[src/rtl/fetch_seq_pkg.sv]
// Shared types and constants for the instruction-fetch sequencer.
package fetch_seq_pkg;

    localparam int unsigned XLEN_DEF  = 32;
    localparam int unsigned CNT_W_DEF = 16;

    // Truncate to XLEN with an explicit cast; clears the byte offset within a word.
    localparam logic [63:0] WORD_ALIGN_MASK = ~64'd3;

    typedef enum logic [2:0] {
        IDLE  = 3'd0,
        XLATE = 3'd1,
        ICREQ = 3'd2,
        DRAIN = 3'd3,
        FAULT = 3'd4
    } type_fseq_state_e;

endpackage

[src/rtl/fetch_seq_ctrl_if.sv]
// Prefetch, MMU and icache handshake bundle seen by the fetch sequencer.
interface fetch_seq_ctrl_if
    import fetch_seq_pkg::*;
#(
    parameter int unsigned XLEN  = XLEN_DEF,
    parameter int unsigned CNT_W = CNT_W_DEF
);
    logic             pf_req_i;
    logic [XLEN-1:0]  pf_vaddr_i;
    logic             pf_flush_i;
    logic             pf_ack_o;
    logic [XLEN-1:0]  pf_data_o;
    logic             pf_fault_o;
    logic             mmu_req_o;
    logic [XLEN-1:0]  mmu_vaddr_o;
    logic             mmu_hit_i;
    logic [XLEN-1:0]  mmu_paddr_i;
    logic             mmu_fault_i;
    logic             ic_req_o;
    logic [XLEN-1:0]  ic_addr_o;
    logic             ic_ack_i;
    logic [XLEN-1:0]  ic_data_i;
    logic [CNT_W-1:0] stall_cnt_o;

    // Sequencer side.
    modport master (
        input  pf_req_i, pf_vaddr_i, pf_flush_i,
        input  mmu_hit_i, mmu_paddr_i, mmu_fault_i,
        input  ic_ack_i, ic_data_i,
        output pf_ack_o, pf_data_o, pf_fault_o,
        output mmu_req_o, mmu_vaddr_o,
        output ic_req_o, ic_addr_o,
        output stall_cnt_o
    );

    // Environment side: prefetch, MMU and icache.
    modport slave (
        output pf_req_i, pf_vaddr_i, pf_flush_i,
        output mmu_hit_i, mmu_paddr_i, mmu_fault_i,
        output ic_ack_i, ic_data_i,
        input  pf_ack_o, pf_data_o, pf_fault_o,
        input  mmu_req_o, mmu_vaddr_o,
        input  ic_req_o, ic_addr_o,
        input  stall_cnt_o
    );

endinterface

[src/rtl/sat_counter.sv]
// Saturating up-counter for performance events.
module sat_counter #(
    parameter int unsigned W = 16
) (
    input  logic         clk,
    input  logic         rst_n,
    input  logic         inc_i,
    output logic [W-1:0] cnt_o
);

    always_ff @(posedge clk or negedge rst_n) begin
        if (!rst_n) begin
            cnt_o <= '0;
        end else if (inc_i && (cnt_o != {W{1'b1}})) begin
            cnt_o <= cnt_o + W'(1);
        end
    end

endmodule

[src/rtl/fetch_seq_ctrl.sv]
// Instruction-fetch sequencer: prefetch request -> MMU translation -> icache read,
// with flush suppression of stale responses and a stall-cycle counter.
module fetch_seq_ctrl
    import fetch_seq_pkg::*;
#(
    parameter int unsigned XLEN  = XLEN_DEF,
    parameter int unsigned CNT_W = CNT_W_DEF
) (
    input  logic             clk,
    input  logic             rst_n,
    fetch_seq_ctrl_if.master bus
);

    localparam logic [XLEN-1:0] ALIGN = XLEN'(WORD_ALIGN_MASK);

    type_fseq_state_e state_q, state_d;
    logic [XLEN-1:0]  vaddr_q, vaddr_d;
    logic [XLEN-1:0]  paddr_q, paddr_d;
    logic [XLEN-1:0]  data_q,  data_d;
    logic             ack_q,   ack_d;
    logic             flush;
    logic             pf_ack;
    logic             stall_inc;

    assign flush = bus.pf_flush_i;

    always_ff @(posedge clk or negedge rst_n) begin
        if (!rst_n) begin
            state_q <= IDLE;
            vaddr_q <= '0;
            paddr_q <= '0;
            data_q  <= '0;
            ack_q   <= 1'b0;
        end else begin
            state_q <= state_d;
            vaddr_q <= vaddr_d;
            paddr_q <= paddr_d;
            data_q  <= data_d;
            ack_q   <= ack_d;
        end
    end

    // Flush is honoured at the same edge in every state except DRAIN, which must
    // finish the icache handshake before any new request is taken.
    always_comb begin
        state_d = state_q;
        vaddr_d = vaddr_q;
        paddr_d = paddr_q;
        data_d  = data_q;
        ack_d   = 1'b0;
        case (state_q)
            IDLE: begin
                if (bus.pf_req_i && !flush) begin
                    vaddr_d = bus.pf_vaddr_i & ALIGN;
                    state_d = XLATE;
                end
            end
            XLATE: begin
                if (flush) begin
                    state_d = IDLE;
                end else if (bus.mmu_fault_i) begin
                    state_d = FAULT;
                end else if (bus.mmu_hit_i) begin
                    paddr_d = bus.mmu_paddr_i & ALIGN;
                    state_d = ICREQ;
                end
            end
            ICREQ: begin
                if (bus.ic_ack_i) begin
                    if (!flush) begin
                        data_d = bus.ic_data_i;
                        ack_d  = 1'b1;
                    end
                    state_d = IDLE;
                end else if (flush) begin
                    state_d = DRAIN;
                end
            end
            DRAIN: begin
                if (bus.ic_ack_i) begin
                    state_d = IDLE;
                end
            end
            FAULT: begin
                if (flush) begin
                    state_d = IDLE;
                end
            end
            default: begin
                state_d = IDLE;
            end
        endcase
    end

    // Downstream requests depend on registered state only.
    assign pf_ack          = ack_q & ~flush;
    assign bus.pf_ack_o    = pf_ack;
    assign bus.pf_data_o   = data_q;
    assign bus.pf_fault_o  = (state_q == FAULT);
    assign bus.mmu_req_o   = (state_q == XLATE);
    assign bus.mmu_vaddr_o = vaddr_q;
    assign bus.ic_req_o    = (state_q == ICREQ) || (state_q == DRAIN);
    assign bus.ic_addr_o   = paddr_q;

    assign stall_inc = bus.pf_req_i & ~pf_ack & (state_q != FAULT);

    sat_counter #(
        .W (CNT_W)
    ) u_stall_cnt (
        .clk   (clk),
        .rst_n (rst_n),
        .inc_i (stall_inc),
        .cnt_o (bus.stall_cnt_o)
    );

endmodule

[src/flat_wrapper.sv]
// flat-port wrapper written by rule: the top's interface ports become plain ports
module fetch_seq_ctrl_flat import fetch_seq_pkg::*;
#(
    parameter int unsigned XLEN  = XLEN_DEF,
    parameter int unsigned CNT_W = CNT_W_DEF
)
  (clk, rst_n, bus_pf_req_i, bus_pf_vaddr_i, bus_pf_flush_i, bus_mmu_hit_i, bus_mmu_paddr_i, bus_mmu_fault_i, bus_ic_ack_i, bus_ic_data_i, bus_pf_ack_o, bus_pf_data_o, bus_pf_fault_o, bus_mmu_req_o, bus_mmu_vaddr_o, bus_ic_req_o, bus_ic_addr_o, bus_stall_cnt_o);
  fetch_seq_ctrl_if #(.XLEN(XLEN), .CNT_W(CNT_W)) bus_i ();
  input  logic clk;
  input  logic rst_n;
  input wire logic [$bits(bus_i.pf_req_i)-1:0] bus_pf_req_i;
  input wire logic [$bits(bus_i.pf_vaddr_i)-1:0] bus_pf_vaddr_i;
  input wire logic [$bits(bus_i.pf_flush_i)-1:0] bus_pf_flush_i;
  input wire logic [$bits(bus_i.mmu_hit_i)-1:0] bus_mmu_hit_i;
  input wire logic [$bits(bus_i.mmu_paddr_i)-1:0] bus_mmu_paddr_i;
  input wire logic [$bits(bus_i.mmu_fault_i)-1:0] bus_mmu_fault_i;
  input wire logic [$bits(bus_i.ic_ack_i)-1:0] bus_ic_ack_i;
  input wire logic [$bits(bus_i.ic_data_i)-1:0] bus_ic_data_i;
  output wire logic [$bits(bus_i.pf_ack_o)-1:0] bus_pf_ack_o;
  output wire logic [$bits(bus_i.pf_data_o)-1:0] bus_pf_data_o;
  output wire logic [$bits(bus_i.pf_fault_o)-1:0] bus_pf_fault_o;
  output wire logic [$bits(bus_i.mmu_req_o)-1:0] bus_mmu_req_o;
  output wire logic [$bits(bus_i.mmu_vaddr_o)-1:0] bus_mmu_vaddr_o;
  output wire logic [$bits(bus_i.ic_req_o)-1:0] bus_ic_req_o;
  output wire logic [$bits(bus_i.ic_addr_o)-1:0] bus_ic_addr_o;
  output wire logic [$bits(bus_i.stall_cnt_o)-1:0] bus_stall_cnt_o;
  assign bus_i.pf_req_i = bus_pf_req_i;
  assign bus_i.pf_vaddr_i = bus_pf_vaddr_i;
  assign bus_i.pf_flush_i = bus_pf_flush_i;
  assign bus_i.mmu_hit_i = bus_mmu_hit_i;
  assign bus_i.mmu_paddr_i = bus_mmu_paddr_i;
  assign bus_i.mmu_fault_i = bus_mmu_fault_i;
  assign bus_i.ic_ack_i = bus_ic_ack_i;
  assign bus_i.ic_data_i = bus_ic_data_i;
  assign bus_pf_ack_o = bus_i.pf_ack_o;
  assign bus_pf_data_o = bus_i.pf_data_o;
  assign bus_pf_fault_o = bus_i.pf_fault_o;
  assign bus_mmu_req_o = bus_i.mmu_req_o;
  assign bus_mmu_vaddr_o = bus_i.mmu_vaddr_o;
  assign bus_ic_req_o = bus_i.ic_req_o;
  assign bus_ic_addr_o = bus_i.ic_addr_o;
  assign bus_stall_cnt_o = bus_i.stall_cnt_o;
  fetch_seq_ctrl #(.XLEN(XLEN), .CNT_W(CNT_W)) u_core (.clk(clk), .rst_n(rst_n), .bus(bus_i));
endmodule
[config.mk]
export PLATFORM = sky130hd
export DESIGN_NAME = fetch_seq_ctrl_flat
export DESIGN_NICKNAME = d
export VERILOG_FILES = /design/src/rtl/fetch_seq_pkg.sv /design/src/rtl/fetch_seq_ctrl_if.sv /design/src/rtl/sat_counter.sv /design/src/rtl/fetch_seq_ctrl.sv /design/src/flat_wrapper.sv
export SDC_FILE = /design/constraint.sdc
export NUM_CORES = 1
export LEC_CHECK = 0
export BUFFER_PORTS_ARGS = -buffer_cell sky130_fd_sc_hd__buf_4
export CORE_ASPECT_RATIO = 0.8
export CORE_MARGIN = 2
export CORE_UTILIZATION = 38
export DETAILED_ROUTE_END_ITERATION = 7
export PLACE_DENSITY = 0.7
export SLEW_MARGIN = 5
export SYNTH_ARGS = -nofsm -noshare
export SYNTH_HDL_FRONTEND = slang
export SYNTH_HIERARCHICAL = 1
export SYNTH_SLANG_ARGS = --single-unit
[constraint.sdc]
create_clock -name clk -period 2 [get_ports clk]
set_input_delay 0.3 -clock clk [delete_from_list [all_inputs] [get_ports clk]]
set_output_delay 0.3 -clock clk [all_outputs]
set_load 0.03 [all_outputs]
==> impl_metrics.csv <==
group,metric,value,unit
status,status,"finished, final reports clean",
global_route,grt_overflow,0,
placement,port_buffers,210,
clock_network,postCtsSetupBuffers,0,
final_layout,n_antenna_cell,0,
yosys,synth_top_area_frac,0.613,
sta,slew_violations,0,
power,max-vdd-ir-drop,0.702,mV
power,p_per_area,1240,mW/mm²
critical_path,startpoint,"u_core/state_q[1]$_DFFE_PN0P_",
clock_network,cts_buffers,9,
sta,rsz0062_at_grt,"false",
critical_path,reg2reg_slack,0.19,ns
yosys,yosysWarnings,6,
sta,setup_violations,0,
global_route,antenna_found_initial,0,
critical_path,cp-start-kind,"flop",
yosys,synth_area_leaders,"dfrtp_1 (61%), mux2_2 (23%), nand4_1 (1.1%), xnor2_1 (0.96%), nor4_4 (0.93%)",
final_layout,areaGrowthSynthToFinish,45.3,%
yosys,ys_types,43,
clock_network,cts_buffer_depth,2,
floorplanning,rows,35,
run,max_cap_violations,0,
critical_path,worstSetupEndpointType,"flop",
power,power.leakage,0.00333,µW
final_layout,utilization,0.573,
sta,skew,0.00548,ns
yosys,async_flop_share,1.00,
yosys,synth_ff_type,"dfrtp_1",
routing,drcViolationCount,0,
global_route,grt_pass1_wl,16.5,mm
yosys,synth_seq_cells,112,
final_layout,fin_nets,621,
sta,finalCritPeriodShare,0.905,
clock_network,htreeDepth,3,
floorplanning,coreArea,0.0116,mm²
clock_network,clockRootBuffer,"clkbuf_16",
yosys,synth_cells,296,
routing,drtAntennaViolNets,0,
floorplanning,fp.dieArea,0.0129,mm²
critical_path,path_class,"reg -> reg",
final_layout,fill_cells,1007,
yosys,yosysTopAreaCell,"dfrtp_1",
clock_network,postCtsHoldBufs,1,
sta,finalCriticalPeriod,1.81,ns
routing,viasPerCell,4.76,
clock_network,clkTransAtPathRegs,0.07,ns
placement,gp_congestion,0.807,
clock_network,clk_latency,0.33,ns
floorplanning,die_y,102,µm
yosys,syn_area_per_cell,15.4,µm²
global_route,grt_use_total,0.161,
yosys,yosys-top-cells-count,"dfrtp_1 (112), mux2_2 (92), nand4_1 (8)",
sta,max_freq,552,MHz
clock_network,tritoncts,"done",
final_layout,drive_gt1_frac,0.655,
power,totalPowerFinal,8210,µW
critical_path,worstPathArrival,2.03,ns
yosys,yosysSeqAreaShare,0.613,
floorplanning,io_pins,219,
yosys,synth_edf_count,0,
critical_path,endpoint,"u_core/u_stall_cnt/cnt_o[14]$_DFFE_PN0P_",
placement,place_hpwl,8.01,mm
global_route,grt_pass1_vias,3330,
critical_path,worstPathRequired,2.22,ns
sta,final-hold-violation-count,0,
floorplanning,initial_core_util,0.394,
clock_network,cts-resized-gates,0,
sta,whs,0.158,ns
global_route,grt_max_degree,43,
routing,wl_per_cell,15.8,µm
hold_path,worst_hold_path_type,"in -> reg",
routing,wl,10.6,mm
floorplanning,die_w,127,µm
yosys,syn_area,0.00457,mm²
sta,tns,0,ns
critical_path,regToRegEndpoint,"u_core/u_stall_cnt/cnt_o[14]$_DFFE_PN0P_",
critical_path,reg2regPathDepth,9,
clock_network,clkSinkCount,112,
routing,dr_total_vias,3186,
critical_path,rr_startpoint,"u_core/state_q[1]$_DFFE_PN0P_",
yosys,yosysMostFrequentCell,"dfrtp_1",
critical_path,path_max_fanout,6,
routing,firstDrtPassIters,6,
routing,drt_iter0_drc,112,
==> flip-flops by register name (all words and copies together), names as in the netlist <==
register                  flops
u_core/ack_q                  1
u_core/bus.ic_addr_o         30
u_core/bus.mmu_vaddr_o       30
u_core/bus.pf_data_o         32
u_core/state_q                3
u_core/u_stall_cnt/cnt_o     16
==> worst min path at each step <==
| stage | from | end | slack, ns | cells after the start |
|---|---|---|---|---|
| 2_1_floorplan | rst_n | u_core/ack_q$_DFF_PN0_ | 0.004 | 0 |
| 3_3_place_gp | rst_n | u_core/bus.ic_addr_o[10]$_DFFE_PN0P_ | 0.26 | 1 |
| 3_5_place_dp | rst_n | u_core/bus.ic_addr_o[10]$_DFFE_PN0P_ | 0.27 | 1 |
| 4_1_cts | bus_pf_flush_i | u_core/state_q[2]$_DFFE_PN0P_ | 0.14 | 2 |
| 5_1_grt | bus_pf_flush_i | u_core/state_q[2]$_DFFE_PN0P_ | 0.14 | 2 |
| 6_report | bus_pf_flush_i | u_core/state_q[2]$_DFFE_PN0P_ | 0.16 | 2 |
==> worst max-delay path, stage by stage, from the launching register on <==
cell and delay (ns):
dfrtp_1 0.47, nor2_1 0.06, nand2_1 0.09, inv_1 0.07, nor3b_2 0.15, buf_4 0.16
nand2_1 0.15, nor4_4 0.23, nand4_1 0.16, xnor2_1 0.15
==> power by group <==
group / switching (µW) / internal [µW]
logic: 1840 / 1350
registers: 373 / 2860
clock network: 781 / 1000
total: 2990 / 5220
==> placed cells by master (no fill, tap or decap), drive strengths merged <==
master and n:
nor3 1, nor4 2, clkinvlp 1, nand4 10
dlygate4sd3 1, ha 1, a32oi 1, and2b 1
o31a 1, o211ai 1, buf 219, nand3 9
nor2 7, nand2 6, and4 3, conb 4
and3 2, nand3b 1, nor2b 1, inv 3
and4b 1, bufinv 1, a31oi 3, or4b 1
nor3b 2, o21ai 2, a21oi 4, clkbuf 11
xor2 2, clkinv 3, dfrtp 112, o21a 5
mux2 93, xnor2 5, o31ai 2
==> logic make-up after synthesis <==
group / Yosys count / share of synthesized area
mux: 93 / 0.229
buf+inv: 16 / 0.0287
compound gates: 19 / 0.0306
other cells: 1 / 0.000820
simple gates: 47 / 0.0818
xor+xnor: 7 / 0.0134
fa+ha+maj: 1 / 0.00274
flops: 112 / 0.613
==> per-layer routing <==
metal / vias to the layer above / share of wire / GRT usage / wire, µm
met1: 1567 / 0.41 / 0.204 / 4380
met2: 119 / 0.50 / 0.268 / 5280
met3: 2 / 0.089 / 0.0555 / 941
li1: 1498 / - / - / -
met4: 0 / 0.0018 / 0.0380 / 19
met5: - / 0 / 0 / 0
==> through the flow <==
stage	setup slack, ns	instances	area [µm²]
6_report	0.190	670	6650
5_1_grt	0.000932	670	6650
4_1_cts	0.189	670	6650
3_5_place_dp	0.219	653	6340
3_3_place_gp	0.254	653	6340
2_1_floorplan	0.131	299	4590
==> final cells by class <==
cell class	count	area, µm²	share of cell area
inverters	3	11.3	0.00169
well taps	148	185	0.0279
clock inverters	5	56.3	0.00847
clock buffers	11	243	0.0365
repair buffers	220	1690	0.255
flip-flops and latches	112	2800	0.422
multi-input cells	171	1660	0.249
No activity file was read; power rests on OpenSTA's default activity.
